[src/rtl/ip_pkg.sv]
// Shared IPv4 definitions: parser states, reject reasons, protocol numbers and
// the one's-complement adder also used by the TCP checksum logic.
package ip_pkg;

  typedef enum logic [2:0] {
    S_IDLE    = 3'd0,
    S_HDR     = 3'd1,
    S_OPT     = 3'd2,
    S_PAYLOAD = 3'd3,
    S_DROP    = 3'd4
  } state_t;

  localparam logic [2:0] ERR_NONE    = 3'd0;
  localparam logic [2:0] ERR_VERSION = 3'd1;
  localparam logic [2:0] ERR_IHL     = 3'd2;
  localparam logic [2:0] ERR_PROTO   = 3'd3;
  localparam logic [2:0] ERR_CSUM    = 3'd4;
  localparam logic [2:0] ERR_TLEN    = 3'd5;
  localparam logic [2:0] ERR_TRUNC   = 3'd6;
  localparam logic [2:0] ERR_DA      = 3'd7;

  localparam logic [7:0] IP_PROTO_ICMP = 8'd1;
  localparam logic [7:0] IP_PROTO_TCP  = 8'd6;
  localparam logic [7:0] IP_PROTO_UDP  = 8'd17;

  function automatic logic [15:0] ones_comp_add(input logic [15:0] a, input logic [15:0] b);
    logic [16:0] s;
    s = {1'b0, a} + {1'b0, b};
    return s[15:0] + {15'd0, s[16]};
  endfunction

endpackage

[src/rtl/ipv4_csum_acc.sv]
// Byte-serial one's-complement checksum accumulator; pairs bytes big-endian.
// o_sum/o_good already include the byte strobed this cycle.
module ipv4_csum_acc
  import ip_pkg::*;
(
  input  logic        clk,
  input  logic        rst,
  input  logic        i_clr,
  input  logic        i_stb,
  input  logic [7:0]  i_byte,
  output logic [15:0] o_sum,
  output logic        o_good
);

  logic [15:0] r_sum;
  logic [7:0]  r_hi;
  logic        r_odd;
  logic [15:0] w_base;
  logic        w_odd;

  // A clear coinciding with a strobe makes that byte the first of a new sum.
  always_comb begin
    w_base = i_clr ? '0 : r_sum;
    w_odd  = i_clr ? 1'b0 : r_odd;
    o_sum  = (i_stb && w_odd) ? ones_comp_add(w_base, {r_hi, i_byte}) : w_base;
    o_good = (o_sum == 16'hFFFF);
  end

  always_ff @(posedge clk) begin
    if (rst) begin
      r_sum <= '0;
      r_hi  <= '0;
      r_odd <= 1'b0;
    end else begin
      r_sum <= o_sum;
      if (i_stb) begin
        r_odd <= ~w_odd;
        if (!w_odd) r_hi <= i_byte;
      end else begin
        r_odd <= w_odd;
      end
    end
  end

endmodule

[src/rtl/ipv4_rx_parser.sv]
// IPv4 receive parser: validates the header, skips options, frames the payload.
// Define IPV4_DA_FILTER_EN to add the local_ip port and destination filtering.
module ipv4_rx_parser
  import ip_pkg::*;
#(
  parameter int ACCEPT_TCP  = 1,
  parameter int ACCEPT_UDP  = 1,
  parameter int ACCEPT_ICMP = 0,
  parameter int MAX_IHL     = 15
) (
  input  logic        clk,
  input  logic        rst,
  input  logic        valid,
  input  logic [7:0]  din,
  output logic [31:0] sa,
  output logic [31:0] da,
  output logic [7:0]  proto,
  output logic [15:0] payload_len,
  output logic        hdr_done,
  output logic        err,
  output logic [2:0]  err_code,
  output logic        pl_valid,
  output logic [7:0]  pl_data,
  output logic        pl_last
`ifdef IPV4_DA_FILTER_EN
  ,
  input  logic [31:0] local_ip
`endif
);

  state_t      r_state;
  logic [15:0] r_idx;
  logic [15:0] r_tl;
  logic [3:0]  r_ihl;
  logic [7:0]  r_proto_w;
  logic [31:0] r_sa_w;
  logic [31:0] r_da_w;

  logic [15:0] w_hdr_len;
  logic [15:0] w_hdr_last;
  logic [15:0] w_tl_now;
  logic [31:0] w_da_now;
  logic [15:0] w_csum_sum;
  logic        w_csum_good;
  logic        w_csum_clr;
  logic        w_csum_stb;
  logic        w_unused_sum;
  logic        w_fail;
  logic [2:0]  w_code;

  function automatic logic proto_ok(input logic [7:0] p);
    return (p == IP_PROTO_TCP  && ACCEPT_TCP  != 0) ||
           (p == IP_PROTO_UDP  && ACCEPT_UDP  != 0) ||
           (p == IP_PROTO_ICMP && ACCEPT_ICMP != 0);
  endfunction

  assign w_hdr_len    = {10'd0, r_ihl, 2'b00};
  assign w_hdr_last   = w_hdr_len - 16'd1;
  assign w_tl_now     = {r_tl[15:8], din};
  assign w_da_now     = (r_state == S_HDR) ? {r_da_w[23:0], din} : r_da_w;
  assign w_csum_clr   = (r_state == S_IDLE);
  assign w_csum_stb   = valid && (r_state inside {S_IDLE, S_HDR, S_OPT});
  assign w_unused_sum = ^w_csum_sum;

  ipv4_csum_acc u_csum (
    .clk    (clk),
    .rst    (rst),
    .i_clr  (w_csum_clr),
    .i_stb  (w_csum_stb),
    .i_byte (din),
    .o_sum  (w_csum_sum),
    .o_good (w_csum_good)
  );

  // Per-byte header checks; each fires only on the byte that completes its field.
  always_comb begin
    w_fail = 1'b0;
    w_code = ERR_NONE;
    case (r_state)
      S_IDLE: begin
        if (din[7:4] != 4'd4) begin
          w_fail = 1'b1;
          w_code = ERR_VERSION;
        end else if (din[3:0] < 4'd5 || din[3:0] > 4'(MAX_IHL)) begin
          w_fail = 1'b1;
          w_code = ERR_IHL;
        end
      end
      S_HDR, S_OPT: begin
        if (r_state == S_HDR && r_idx == 16'd3 && w_tl_now < w_hdr_len) begin
          w_fail = 1'b1;
          w_code = ERR_TLEN;
        end else if (r_state == S_HDR && r_idx == 16'd9 && !proto_ok(din)) begin
          w_fail = 1'b1;
          w_code = ERR_PROTO;
        end else if (r_idx == w_hdr_last && !w_csum_good) begin
          w_fail = 1'b1;
          w_code = ERR_CSUM;
        end
`ifdef IPV4_DA_FILTER_EN
        else if (r_state == S_HDR && r_idx == 16'd19 &&
                 w_da_now != local_ip && w_da_now != 32'hFFFF_FFFF) begin
          w_fail = 1'b1;
          w_code = ERR_DA;
        end
`endif
      end
      default: ;
    endcase
  end

  always_ff @(posedge clk) begin
    if (rst) begin
      r_state     <= S_IDLE;
      r_idx       <= '0;
      r_tl        <= '0;
      r_ihl       <= '0;
      r_proto_w   <= '0;
      r_sa_w      <= '0;
      r_da_w      <= '0;
      sa          <= '0;
      da          <= '0;
      proto       <= '0;
      payload_len <= '0;
      hdr_done    <= 1'b0;
      err         <= 1'b0;
      err_code    <= ERR_NONE;
      pl_valid    <= 1'b0;
      pl_data     <= '0;
      pl_last     <= 1'b0;
    end else begin
      hdr_done <= 1'b0;
      pl_valid <= 1'b0;
      pl_last  <= 1'b0;
      if (!valid) begin
        r_state <= S_IDLE;
        r_idx   <= '0;
        // Frame ended before total_length: single-cycle truncation report.
        if (r_state inside {S_HDR, S_OPT, S_PAYLOAD}) begin
          err      <= 1'b1;
          err_code <= ERR_TRUNC;
        end else begin
          err      <= 1'b0;
          err_code <= ERR_NONE;
        end
      end else begin
        if (r_idx != 16'hFFFF) r_idx <= r_idx + 16'd1;
        if (r_state == S_IDLE) begin
          r_ihl    <= din[3:0];
          err      <= 1'b0;
          err_code <= ERR_NONE;
        end
        if (r_state == S_HDR) begin
          case (r_idx)
            16'd2:                      r_tl[15:8] <= din;
            16'd3:                      r_tl[7:0]  <= din;
            16'd9:                      r_proto_w  <= din;
            16'd12, 16'd13, 16'd14, 16'd15: r_sa_w <= {r_sa_w[23:0], din};
            16'd16, 16'd17, 16'd18, 16'd19: r_da_w <= {r_da_w[23:0], din};
            default: ;
          endcase
        end
        if (w_fail) begin
          r_state  <= S_DROP;
          err      <= 1'b1;
          err_code <= w_code;
        end else begin
          case (r_state)
            S_IDLE: r_state <= S_HDR;
            S_HDR, S_OPT: begin
              if (r_idx == w_hdr_last) begin
                hdr_done    <= 1'b1;
                sa          <= r_sa_w;
                da          <= w_da_now;
                proto       <= r_proto_w;
                payload_len <= r_tl - w_hdr_len;
                r_state     <= (r_tl == w_hdr_len) ? S_DROP : S_PAYLOAD;
              end else if (r_idx == 16'd19) begin
                r_state <= S_OPT;
              end
            end
            S_PAYLOAD: begin
              pl_valid <= 1'b1;
              pl_data  <= din;
              if (r_idx == r_tl - 16'd1) begin
                pl_last <= 1'b1;
                r_state <= S_DROP;
              end
            end
            default: ;
          endcase
        end
      end
    end
  end

endmodule

[config.mk]
export PLATFORM = sky130hd
export DESIGN_NAME = ipv4_rx_parser
export DESIGN_NICKNAME = d
export VERILOG_FILES = /design/src/rtl/ip_pkg.sv /design/src/rtl/ipv4_csum_acc.sv /design/src/rtl/ipv4_rx_parser.sv
export SDC_FILE = /design/constraint.sdc
export NUM_CORES = 1
export LEC_CHECK = 0
export CAP_MARGIN = 20
export CELL_PAD_IN_SITES_DETAIL_PLACEMENT = 1
export CELL_PAD_IN_SITES_GLOBAL_PLACEMENT = 1
export CORE_ASPECT_RATIO = 0.5
export CORE_MARGIN = 1
export CORE_UTILIZATION = 47
export CTS_CLUSTER_SIZE = 10
export DETAILED_ROUTE_END_ITERATION = 8
export MAX_ROUTING_LAYER = met4
export PLACE_DENSITY = 0.84
export SLEW_MARGIN = 10
export SYNTH_ARGS = -nofsm -noshare
export SYNTH_HDL_FRONTEND = slang
export SYNTH_SLANG_ARGS = --single-unit
[constraint.sdc]
create_clock -name clk -period 14.8 [get_ports clk]
set_clock_uncertainty 0.05 [all_clocks]
set_input_delay 2.96 -clock clk [delete_from_list [all_inputs] [get_ports clk]]
set_output_delay 2.96 -clock clk [all_outputs]
set_load 0.01 [all_outputs]
==> results.py <==
metrics = {
    "drt": {
        "dr.pass1.iters": 4,
        "wl_mm": 38.5,
        "post_drt_wl_per_cell_um": 21.2,
        "drtAntennaViolNets": 0,
        "drc_errors": 0,
        "vias_per_cell": 5.82,
        "num_vias": 10600,
        "drtIter0Drc": 738,
    },
    "floorplan": {
        "die_h_um": 115,
        "num_io_pins": 114,
        "die_w_um": 228,
        "coreArea_um2": 24500,
        "die_area_um2": 26100,
        "rows": 40,
        "start_util": 0.488,
    },
    "critical_path": {
        "r2r_start": "r_state[2]$_SDFFE_PP0P_",
        "end_kind": "flop",
        "cp-startpoint": "din[0]",
        "cp-start-kind": "input port",
        "path_class": "input port to flop",
        "crit_arrival_ns": 10.30,
        "required_ns": 15.15,
        "cp_max_fo": 62,
    },
    "power_and_ir_drop": {
        "p_leak_nw": 5.00,
        "vdd_drop_max_mv": 0.0655,
        "powerDensity_nw_per_um2": 95.3,
    },
    "cells_and_area": {
        "fill_cells": 2850,
        "areaGrowthSynthToFinish_pct": 16.7,
        "n_antenna_cell": 0,
        "final_area_um2": 13900,
        "seqCellArea_um2": 4780,
        "nets": 1525,
        "drive_gt1_frac": 0.0661,
        "multi_input_comb_area_um2": 6650,
    },
    "global_routing": {
        "grt_max_degree": 117,
        "overflow": 0,
        "grt_pass1_vias": 11400,
        "track_usage": 0.303,
        "antenna_found_initial": 0,
        "grt_pass1_wl_mm": 60.5,
    },
    "synthesis": {
        "post_synth.cell_area_avg_um2": 8.41,
        "synth_nets": 1463,
        "synth_top_area_share": 0.400,
        "synth_most_common_cell": "dfxtp_1",
        "yosysWarnings": 0,
        "synth_area_um2": 12000,
        "synth_edf_count": 0,
        "ys_seq_area_frac": 0.400,
        "yosys-top-cells-count": "dfxtp_1, nor2_1, nand2_1",
        "synth_cell_types": 71,
        "synth_area_leaders": "dfxtp_1, mux2i_1, nor2_1",
        "netlist_instances": 1421,
        "synth_top_cell_by_area": "dfxtp_1",
        "synth-seq-cells": 239,
        "synth-async-reset-ratio": 0,
        "ys.flop_type": "dfxtp_1",
    },
    "run": {
        "cap_violations": 0,
    },
    "clocking": {
        "ctsLongestPathBuffers": 3,
        "cts.sinks": 239,
        "cts_tree": "done",
        "cts_root_buffer": "clkbuf_16",
        "postCtsResizedCells": 0,
        "clk_pin_slew_worst_paths_ns": 0.06,
        "cts.htree.levels": 1,
        "ctsHoldBuffers": 0,
        "clk_latency_ns": 0.55,
        "postCtsSetupBuffers": 0,
        "cts_inserted_buffers": 27,
    },
    "timing": {
        "final-max-slew-violation-count": 0,
        "hold_viol_final": 0,
        "worst_pin_slew_ns": 1.10,
        "fin_setup_tns_ns": 0,
        "setup_viol": 0,
        "hold_slack_ns": 0.411,
        "grt_setup_unrepaired": "no",
        "relSlewSlack": 0.266,
        "fmax_mhz": 101,
        "period_share": 0.672,
        "finalCriticalPeriod_ns": 9.95,
    },
    "worst_hold_path": {
        "min_path_type": "flop to flop",
        "min_from": "r_da_w[26]$_SDFFE_PP0P_",
    },
    "outcome": {
        "status": "complete, no violations",
    },
    "place": {
        "io_buffer_count": 113,
        "post_dp_cell_area_um2": 13200,
        "place_congestion": 0.955,
        "hpwl_mm": 25.5,
    },
}
## flip-flops by register name, indices dropped and copies added, names as in the netlist, 4 cells and up
| signal | flops |
|---|---|
| payload_len | 16 |
| sa | 32 |
| r_ihl | 4 |
| r_tl | 16 |
| proto | 8 |
| r_proto_w | 8 |
| da | 32 |
| u_csum.r_hi | 8 |
| pl_data | 8 |
| r_idx | 16 |
| r_sa_w | 32 |
| u_csum.r_sum | 16 |
| r_da_w | 32 |
## cell families after synthesis
| kind of cell | after synthesis | synth area share |
|---|---|---|
| and+or+nand+nor | 575 | 0.215 |
| muxes | 151 | 0.130 |
| adders and majority gates | 34 | 0.0362 |
| DFF | 239 | 0.400 |
| AOI/OAI and AO/OA | 222 | 0.115 |
| buffers and inverters | 123 | 0.0457 |
| xor gates and xnor gates | 77 | 0.0576 |
## placed cells by master, fill, tap and decap left out, types with 5 or more instances in the layout
master / instances
xor2_1: 34
a31oi_1: 10
nand2b_1: 7
o211ai_1: 7
and2_1: 17
inv_1: 25
buf_4: 16
clkbuf_16: 28
clkdlybuf4s50_1: 112
nor4_1: 11
a21o_1: 7
o21ai_0: 20
nand2_1: 200
nor2b_1: 6
nand3_1: 32
a211oi_1: 8
xnor2_1: 42
nand4_1: 15
dfxtp_1: 239
and3_1: 6
a211o_1: 5
a21oi_1: 110
ha_1: 29
mux2i_1: 118
or3_1: 15
a31o_2: 5
nor3_1: 31
mux2_2: 33
nor2_1: 207
o31ai_1: 9
## where the power goes
group	switching (mW)	total, mW	internal, mW
sequential	0.00547	0.653	0.647
clock	0.267	0.589	0.322
combinational	0.0573	0.0873	0.0300
total	0.329	1.33	1.00
## worst max-delay path, stage by stage
cell	delay [ns]
clkdlybuf4s50_1	0.79
ha_1	0.45
fa_1	0.42
a21o_1	0.18
maj3_1	0.35
nand3_1	0.09
a2bb2oi_1	0.33
o211ai_1	0.18
a31oi_1	0.21
o21bai_1	0.16
ha_1	0.26
ha_1	0.22
and2_1	0.18
a31oi_1	0.17
o211ai_1	0.12
xor2_1	0.16
nand2_1	0.08
xnor2_1	0.19
nor4_1	0.38
nand4_1	0.23
nor4_4	0.33
buf_4	0.47
buf_4	0.87
mux2i_1	0.38
nor2_1	0.08
## final cells by class
| class | instances | share of cell area |
|---|---|---|
| multi-input combinational | 1059 | 0.476 |
| tap | 336 | 0.0301 |
| inverter | 25 | 0.00673 |
| clock inverter | 1 | 0.00144 |
| sequential | 239 | 0.343 |
| clock buffer | 28 | 0.0487 |
| timing repair buffer | 131 | 0.0936 |
## per-stage QoR
| stage | util | std cells | power [mW] | worst slack, ns |
|---|---|---|---|---|
| after floorplan | - | 1421 | 0.724 | 7.25 |
| after global placement | 0.539 | 1788 | 0.749 | 4.67 |
| after detailed placement | 0.539 | 1788 | 0.752 | 4.41 |
| after CTS | 0.568 | 1817 | 1.33 | 4.92 |
| after global routing | 0.570 | 1819 | 1.37 | 4.43 |
| final | 0.570 | 1819 | 1.33 | 4.85 |
## final timing paths
| path | to | slack (ns) | cells after the start |
|---|---|---|---|
| worst min register to register | r_da_w[26]$_SDFFE_PP0P_ | 0.41 | 2 |
| worst max register to register | proto[7]$_SDFFE_PP0P_ | 6.92 | 26 |
| worst min-delay path | r_da_w[26]$_SDFFE_PP0P_ | 0.41 | 2 |
| worst max-delay path | proto[7]$_SDFFE_PP0P_ | 4.85 | 25 |
## routing by layer
layer  global-route usage  up-vias  wire (um)
met5                    -        -          0
met4               0.0908        0        939
met3               0.0409       73       1620
met2                0.525      270      18900
met1                0.368     5255      17000
li1                     -     4994          -
(Power assumes the default switching activity.)
